[src/rtl/piso_shift_tx.sv]
// piso_shift_tx: parallel-in / serial-out transmitter with a valid/ready load port.
//
// Ports
//   clk        : single clock, all state updates on the rising edge
//   clear_n    : asynchronous active-low reset
//   p_in       : WIDTH-bit word to transmit
//   load_valid : p_in holds a word to transmit
//   load_ready : a word can be accepted this cycle (combinational)
//   s_out      : serial data, LSB first (registered)
//   s_valid    : s_out carries a valid data bit (registered)
//   busy       : a word is being shifted out (registered)
//   done       : one-cycle pulse coincident with the last bit of a word (registered)
module piso_shift_tx #(
  parameter int unsigned WIDTH = 4
) (
  input  logic             clk,
  input  logic             clear_n,
  input  logic [WIDTH-1:0] p_in,
  input  logic             load_valid,
  output logic             load_ready,
  output logic             s_out,
  output logic             s_valid,
  output logic             busy,
  output logic             done
);

  localparam int unsigned   CW       = (WIDTH > 1) ? $clog2(WIDTH) : 1;
  localparam logic [CW-1:0] CNT_LAST = CW'(WIDTH - 1);

  typedef enum logic {
    IDLE  = 1'b0,
    SHIFT = 1'b1
  } state_e;

  state_e           state_q, state_d;
  logic [WIDTH-1:0] shreg_q, shreg_d;
  logic [CW-1:0]    cnt_q, cnt_d;
  logic             s_out_q, s_out_d;
  logic             s_valid_q, s_valid_d;
  logic             busy_q, busy_d;
  logic             done_q, done_d;
  logic             last_bit;
  logic             accept;

  // The counter sits at CNT_LAST during the cycle the final bit is on s_out;
  // accepting then lets the next word follow with no idle gap.
  always_comb begin
    last_bit   = (state_q == SHIFT) && (cnt_q == CNT_LAST);
    load_ready = clear_n && ((state_q == IDLE) || last_bit);
    accept     = load_valid && load_ready;
  end

  // State register (holds the whole datapath as well)
  always_ff @(posedge clk or negedge clear_n) begin
    if (!clear_n) begin
      state_q   <= IDLE;
      shreg_q   <= '0;
      cnt_q     <= '0;
      s_out_q   <= 1'b0;
      s_valid_q <= 1'b0;
      busy_q    <= 1'b0;
      done_q    <= 1'b0;
    end else begin
      state_q   <= state_d;
      shreg_q   <= shreg_d;
      cnt_q     <= cnt_d;
      s_out_q   <= s_out_d;
      s_valid_q <= s_valid_d;
      busy_q    <= busy_d;
      done_q    <= done_d;
    end
  end

  // Next-state logic
  always_comb begin
    state_d = state_q;
    unique case (state_q)
      IDLE:  if (accept) state_d = SHIFT;
      SHIFT: if (last_bit && !accept) state_d = IDLE;
      default: state_d = IDLE;
    endcase
  end

  // Datapath and registered-output next values. s_out_d is taken one bit
  // ahead of the register so s_out is itself a flop, not a tap of shreg_q.
  always_comb begin
    shreg_d   = shreg_q;
    cnt_d     = cnt_q;
    s_out_d   = 1'b0;
    s_valid_d = 1'b0;
    busy_d    = 1'b0;
    done_d    = 1'b0;
    if (accept) begin
      shreg_d   = p_in;
      cnt_d     = '0;
      s_out_d   = p_in[0];
      s_valid_d = 1'b1;
      busy_d    = 1'b1;
      done_d    = (CNT_LAST == '0);
    end else if (state_q == SHIFT && !last_bit) begin
      shreg_d   = shreg_q >> 1;
      cnt_d     = cnt_q + CW'(1);
      s_out_d   = shreg_q[1];
      s_valid_d = 1'b1;
      busy_d    = 1'b1;
      done_d    = (cnt_d == CNT_LAST);
    end else if (state_q == SHIFT) begin
      shreg_d = '0;
      cnt_d   = '0;
    end
  end

  assign s_out   = s_out_q;
  assign s_valid = s_valid_q;
  assign busy    = busy_q;
  assign done    = done_q;

endmodule
[config.mk]
export PLATFORM = sky130hd
export DESIGN_NAME = piso_shift_tx
export DESIGN_NICKNAME = d
export VERILOG_FILES = /design/src/rtl/piso_shift_tx.sv
export SDC_FILE = /design/constraint.sdc
export NUM_CORES = 1
export LEC_CHECK = 0
export CORE_AREA = 2 2 39 41
export CTS_CLUSTER_SIZE = 16
export DETAILED_ROUTE_END_ITERATION = 8
export DIE_AREA = 0 0 41 43
export GPL_ROUTABILITY_DRIVEN = 0
export PLACE_DENSITY = 0.58
export SYNTH_ARGS = -nofsm -noshare
export SYNTH_HDL_FRONTEND = slang
export SYNTH_SLANG_ARGS = --single-unit
[constraint.sdc]
create_clock -name clk -period 2.93 [get_ports clk]
set_clock_uncertainty 0.15 [all_clocks]
set_input_delay 0.879 -clock clk [delete_from_list [all_inputs] [get_ports clk]]
set_output_delay 0.879 -clock clk [all_outputs]
set_load 0.02 [all_outputs]
* Yosys cells after proc, flatten, opt, wreduce, memory -nomap -nowiden
Index checks and enable logic that the tools add are counted.
Widths: inputs -> output; s select.
** Word-level totals
- Flip-flop bits (word level) :: 10
- Output and inout bits :: 5
** Cells by class
- $add $sub $neg :: 1
- Equality and inequality tests :: 2
- Muxes and demuxes :: 15
- Bitwise operators :: 1
- Reductions and logical operators :: 9
** Operators by type and width (count)
- $mux 4 :: 3
- $mux 1 :: 8
- $mux 2 :: 3
- $logic_and 1x1->1 :: 5
- $eq 2x2->1 const B :: 2
- $reduce_bool 3->1 :: 1
- $add 2x1->2 const B :: 1
- $logic_not 1->1 :: 2
- $pmux 1 s2 :: 1
- $logic_or 1x1->1 :: 1
- $not 1->1 :: 1

* Longest topological paths before layout
Gate-level depths: netlist (run 1).
- Depth in word-level cells :: 9
- Depth in mapped cells :: 4

* Worst setup path before layout (run 1)
OpenSTA, ideal clock, no wires.
- Path type :: input to output
- Start :: input clear_n
- End :: output load_ready
- Arrival time :: 1089 ps
- Data required time :: 1901 ps
- Setup slack :: 812 ps
- Stages on the path :: 1
- Path through :: and2_1
** Between the ends
- Cells in the longest elaborated chain, start to end :: 1
** Ends and longest elaborated chain
- start, declared :: RTL line 17 : input logic clear_n,
- $logic_and 1x1->1 :: RTL line 49 : load_ready = clear_n && ((state_q == IDLE) || last_bit);
- end, declared :: RTL line 20 : output logic load_ready,
Every way passes these cells.

* Worst setup path in the final report (run 1)
Same ends and word-level chain as after synthesis.

==> metrics.yaml, run 1 <==
post-dp-hpwl_um: 558
finalHoldViolCount: 0
power.density_nw_per_um2: 923
io_buffers: 11
ctsHoldBuffers: 0
worst_slack_ps: 121
peakVddDrop_mv: 0.407
start_kind: "primary input"
track_usage: 0.118
seqPwrFrac: 0.399
initial_core_util: 0.298
post-route-cell-area_um2: 563
syn_to_final_growth_pct: 36.4
drv_cap: 0
layout-drive-gt1-share: 0.0980
via_per_inst: 4.69
outcome: "completed"
leakagePower_nw: 0.257
nets: 61
rsz0062_at_grt: "no"
die_y_um: 43
p_sw_w: 0.000182
async_flop_share: 1.00
drc: 0
preCtsSetupSlack_ps: -152
clock_sinks: 9
ys_top_cells_by_count: "dfrtp_1, nand2_1, and2_1, mux2i_1, o22ai_1"
ys_types: 16
end_kind: "output pin"
dr.pass1.iters: 1
p_int_w: 0.000338
syn_nets: 46
min_period_ps: 2810
htreeDepth: 1
vias: 314
synth_flop_cell: "dfrtp_1"
synth.most_common_cell: "dfrtp_1"
max-slew-margin-rel: 0.830
netlist.area_leader.share: 0.545
antenna_cells: 0
grt_pass1_wl_mm: 1.26
fmax_mhz: 356
crit_arrival_ps: 1780
clk_path_buf_depth: 2
routedWlPerCell_um: 10.6
clkPwrFrac: 0.177
drt_iter0_markers: 0
maxSlewViolCount: 0
num_rows: 14
worstMarginPinSlew_ps: 254
setup_viol: 0
synth_top_area_cell: "dfrtp_1"
grt_max_degree: 12
die_area_um2: 1760
placedInstanceArea_um2: 538
clkSlewWorstSetupHoldPaths_ps: 60
clkLatencyLatePin_ps: 250
cts_inserted_buffers: 3
wl_um: 710
crit_type: "in -> out"
synth_seq_area_share: 0.545
ys_warn_count: 0
combPwrFrac: 0.424
grt_pass1_vias: 279
ys_ff_latch: 9
cts_tree: "yes"
syn_inst: 37
antenna_left: 0
ios: 12
finalCritPeriodShare: 0.959
synth-edff-count: 0
overflow: 0
syn_area_per_cell_um2: 11.2
p_sw_frac: 0.350
cts_root_buf: "clkbuf_4"
post_cts_buffers: 0
core-area_um2: 1380
die_x_um: 41
cp.required_ps: 1900
fillCellCount: 138
antenna_found_initial: 0
cp_max_fo: 2
hold_class: "reg -> reg"
fin_setup_tns_ps: 0
synth_area_um2: 413
synth_area_leaders: "dfrtp_1, mux2i_1, ha_1, nand2_1, and2_1"
## power groups by stage
stage	clock network (W)	logic [W]	registers, W
final	0.0000920	0.000220	0.000207
after floorplan	0	0.000124	0.000227
after global placement	0	0.000224	0.000209
after CTS	0.0000990	0.000225	0.000209
after detailed placement	0	0.000228	0.000211
after global routing	0.000110	0.000248	0.000217
## per-layer routing
metal | vias to the layer above | global-route usage | routed length (µm)
li1 | 160 | - | -
met1 | 142 | 0.132 | 333
met2 | 12 | 0.147 | 322
met3 | 0 | 0.0942 | 53
met4 | 0 | 0.0800 | 0
met5 | - | 0 | 0
## state kept, by name, summed over array words and instances, names as in the netlist
register and flops:
state_q 1, s_out 1, done 1, cnt_q 2, busy 1, shreg_q 3
## kinds of logic after synthesis
| family | Yosys count | synth area share |
|---|---|---|
| buf+inv | 3 | 0.0394 |
| simple gates | 12 | 0.148 |
| mux | 3 | 0.0727 |
| flops | 9 | 0.545 |
| compound gates | 8 | 0.133 |
| fa+ha+maj | 2 | 0.0606 |
## cells in the final DEF (no fill, tap or decap), drive strengths merged, types with 2 or more instances in the layout
cell type,instances
and2,3
ha,2
clkdlybuf4s50,10
o21ai,2
a32oi,2
nand2,6
mux2i,3
o22ai,3
dfrtp,9
clkbuf,4
## layout make-up
cell class / count / area [µm²] / share of cell area
repair buffers: 12 / 116 / 0.207
well taps: 16 / 20.0 / 0.0356
clock buffers: 4 / 26.3 / 0.0467
multi-input cells: 25 / 171 / 0.304
flip-flops and latches: 9 / 225 / 0.400
inverters: 1 / 3.75 / 0.00667
## stage by stage
| stage | power [W] | cells | util | hold WS (ps) |
|---|---|---|---|---|
| after floorplan | 0.000351 | 37 | - | 310 |
| after global placement | 0.000433 | 63 | 0.389 | 334 |
| after detailed placement | 0.000439 | 63 | 0.389 | 335 |
| after CTS | 0.000532 | 67 | 0.407 | 348 |
| after global routing | 0.000575 | 67 | 0.407 | 387 |
| final | 0.000520 | 67 | 0.407 | 340 |
## worst max-delay path, stage by stage
cell             delay, ps
clkdlybuf4s50_1        470
and2_1                 110
dlygate4sd2_1          320
## timing repair
| item | 4_1_cts | 5_1_grt |
|---|---|---|
| setup endpoints to repair | 1 | 0 |
| gates resized for setup | 1 | 0 |
| hold endpoints to repair | 0 | 0 |
## final timing paths
kind | cells after the start | start | slack [ps] | endpoint
worst max-delay path | 3 | clear_n | 120 | load_ready
worst min-delay path | 2 | shreg_q[2]$_DFFE_PN0P_ | 340 | shreg_q[1]$_DFFE_PN0P_
worst max register to register | 4 | cnt_q[0]$_DFFE_PN0P_ | 1470 | s_out$_DFF_PN0_
worst min register to register | 2 | shreg_q[2]$_DFFE_PN0P_ | 340 | shreg_q[1]$_DFFE_PN0P_
max in group asynchronous | 2 | clear_n | 1700 | shreg_q[2]$_DFFE_PN0P_
min in group asynchronous | 2 | clear_n | 780 | cnt_q[0]$_DFFE_PN0P_
(Power assumes the default switching activity.)
==> run 2, diff against run 1 <==
--- a/config.mk
+++ b/config.mk
@@ -5,10 +5,10 @@
 export SDC_FILE = /design/constraint.sdc
 export NUM_CORES = 1
 export LEC_CHECK = 0
-export CORE_AREA = 2 2 39 41
+export CORE_AREA = 10 10 47 49
 export CTS_CLUSTER_SIZE = 16
 export DETAILED_ROUTE_END_ITERATION = 8
-export DIE_AREA = 0 0 41 43
+export DIE_AREA = 0 0 57 59
 export GPL_ROUTABILITY_DRIVEN = 0
 export PLACE_DENSITY = 0.58
 export SYNTH_ARGS = -nofsm -noshare
==> run 2 against run 1 <==
  * Largest cell class unchanged
  * Final cell count did not move
  * Sequential power barely moved
  * Die area rose by 91%
  * Non-clock buffer count did not move
  * Setup slack got worse by 17 ps
  * Total power rose by 0.82%
  * Routed wire length rose by 16%
==> metrics.yaml, run 2 (same netlist as run 1, synthesis figures left out) <==
antenna_cells: 0
antenna_left: 0
reg_top3: "shreg_q x3, cnt_q x2"
timing.rr.start: "cnt_q[0]$_DFFE_PN0P_"
setup_viol: 0
cp.required_ps: 1900
ctsHoldBuffers: 0
rsz0062_at_grt: "no"
track_usage: 0.0581
clk_path_buf_depth: 2
slowest_delay_ps: 480
clkLatencyLatePin_ps: 250
htreeDepth: 1
whs_path_depth: 1
top_usage_layer: "met2"
ios: 12
crit_type: "in -> out"
start_kind: "primary input"
maxSlewViolCount: 0
nets: 61
met3_usage: 0.0451
grt_use_met2: 0.0822
leakagePower_nw: 0.257
placedInstanceArea_um2: 538
die_y_um: 59
reg2reg_slack_ps: 1480
initial_core_util: 0.295
gr-usage-met1: 0.0611
cts_tree: "yes"
antenna_found_initial: 0
path_cells: "clkdlybuf4s50_1, and2_1, dlygate4sd2_1"
dr.pass1.iters: 1
wl_um: 827
peakVddDrop_mv: 0.508
clock_sinks: 9
worstMarginPinSlew_ps: 260
seq_area_um2: 225
die_area_um2: 3360
r2r_end: "s_out$_DFF_PN0_"
power.density_nw_per_um2: 930
drv_cap: 0
finalHoldViolCount: 0
min_from: "shreg_q[1]$_DFFE_PN0P_"
grt_max_degree: 12
hold_class: "reg -> reg"
post-route-cell-area_um2: 563
final_common_cell: "clkdlybuf4s50_1"
fin_setup_tns_ps: 0
crit_arrival_ps: 1800
finalCritPeriodShare: 0.964
top_register: "shreg_q"
cts_inserted_buffers: 3
core-area_um2: 1400
cp_slowest_cell: "clkdlybuf4s50_1"
drc: 0
end_kind: "output pin"
post-dp-hpwl_um: 658
via_per_inst: 4.54
max-slew-margin-rel: 0.826
die_x_um: 57
vias: 304
syn_to_final_growth_pct: 36.4
outcome: "completed"
final_cell_mix: "clkdlybuf4s50_1, dfrtp_1, nand2_1"
multi_input_area_um2: 171
routedWlPerCell_um: 12.3
grt_pass1_wl_mm: 1.50
post_cts_buffers: 0
reg2regPathDepth: 4
hold_end: "s_out$_DFF_PN0_"
clkSlewWorstSetupHoldPaths_ps: 60
min_period_ps: 2830
overflow: 0
cts_root_buf: "clkbuf_4"
io_buffers: 11
cp_max_fo: 2
largest_register_ffs: 3
num_rows: 14
drt_iter0_markers: 0
fillCellCount: 146
grt_pass1_vias: 338
layout-drive-gt1-share: 0.0980
fmax_mhz: 354
run 2: cell counts in the layout (fill, tap and decap cells not counted):
Identical to the previous run, type by type.
run 2: layer usage:
metal  wire (µm)  part of all wire
met5           0                 0
met3          77             0.093
met4          11             0.013
met2         383              0.46
met1         354              0.43
run 2: worst max-delay path by stage:
stage / from / end / slack [ps] / depth (start not counted)
after global placement: clear_n / load_ready / -170 / 3
after floorplan: clear_n / load_ready / 810 / 1
final: clear_n / load_ready / 100 / 3
after global routing: clear_n / load_ready / 30 / 3
after detailed placement: clear_n / load_ready / -190 / 3
after CTS: clear_n / load_ready / 80 / 3
run 2: area by class of cell:
type,count,area share
tap,16,0.0356
multi-input combinational,25,0.304
inverter,1,0.00667
timing repair buffer,12,0.207
sequential,9,0.400
clock buffer,4,0.0467
run 2: worst max-delay path, delay by kind of cell:
family                 cells  cell delay, ps
buffers and inverters      2             810
AND/OR/NAND/NOR            1             110
run 2: what timing repair did:
action | 4_1_cts | 5_1_grt
endpoints found under the hold margin | 0 | 0
gates resized for setup | 1 | 0
endpoints found under the setup margin | 1 | 0
run 2: metrics by stage:
stage | setup slack [ps] | hold WS [ps] | cells | total power [W] | util
floorplan | 812 | 310 | 37 | 0.000351 | -
global route | 33.6 | 392 | 67 | 0.000574 | 0.402
CTS | 84.9 | 365 | 67 | 0.000535 | 0.402
detailed placement | -188 | 352 | 63 | 0.000443 | 0.384
global placement | -171 | 338 | 63 | 0.000438 | 0.384
finish | 104 | 360 | 67 | 0.000524 | 0.402
run 2: where the power goes:
group / internal (W) / switching (W)
clock: 0.0000522 / 0.0000398
combinational: 0.000112 / 0.000112
sequential: 0.000174 / 0.0000347
total: 0.000338 / 0.000186
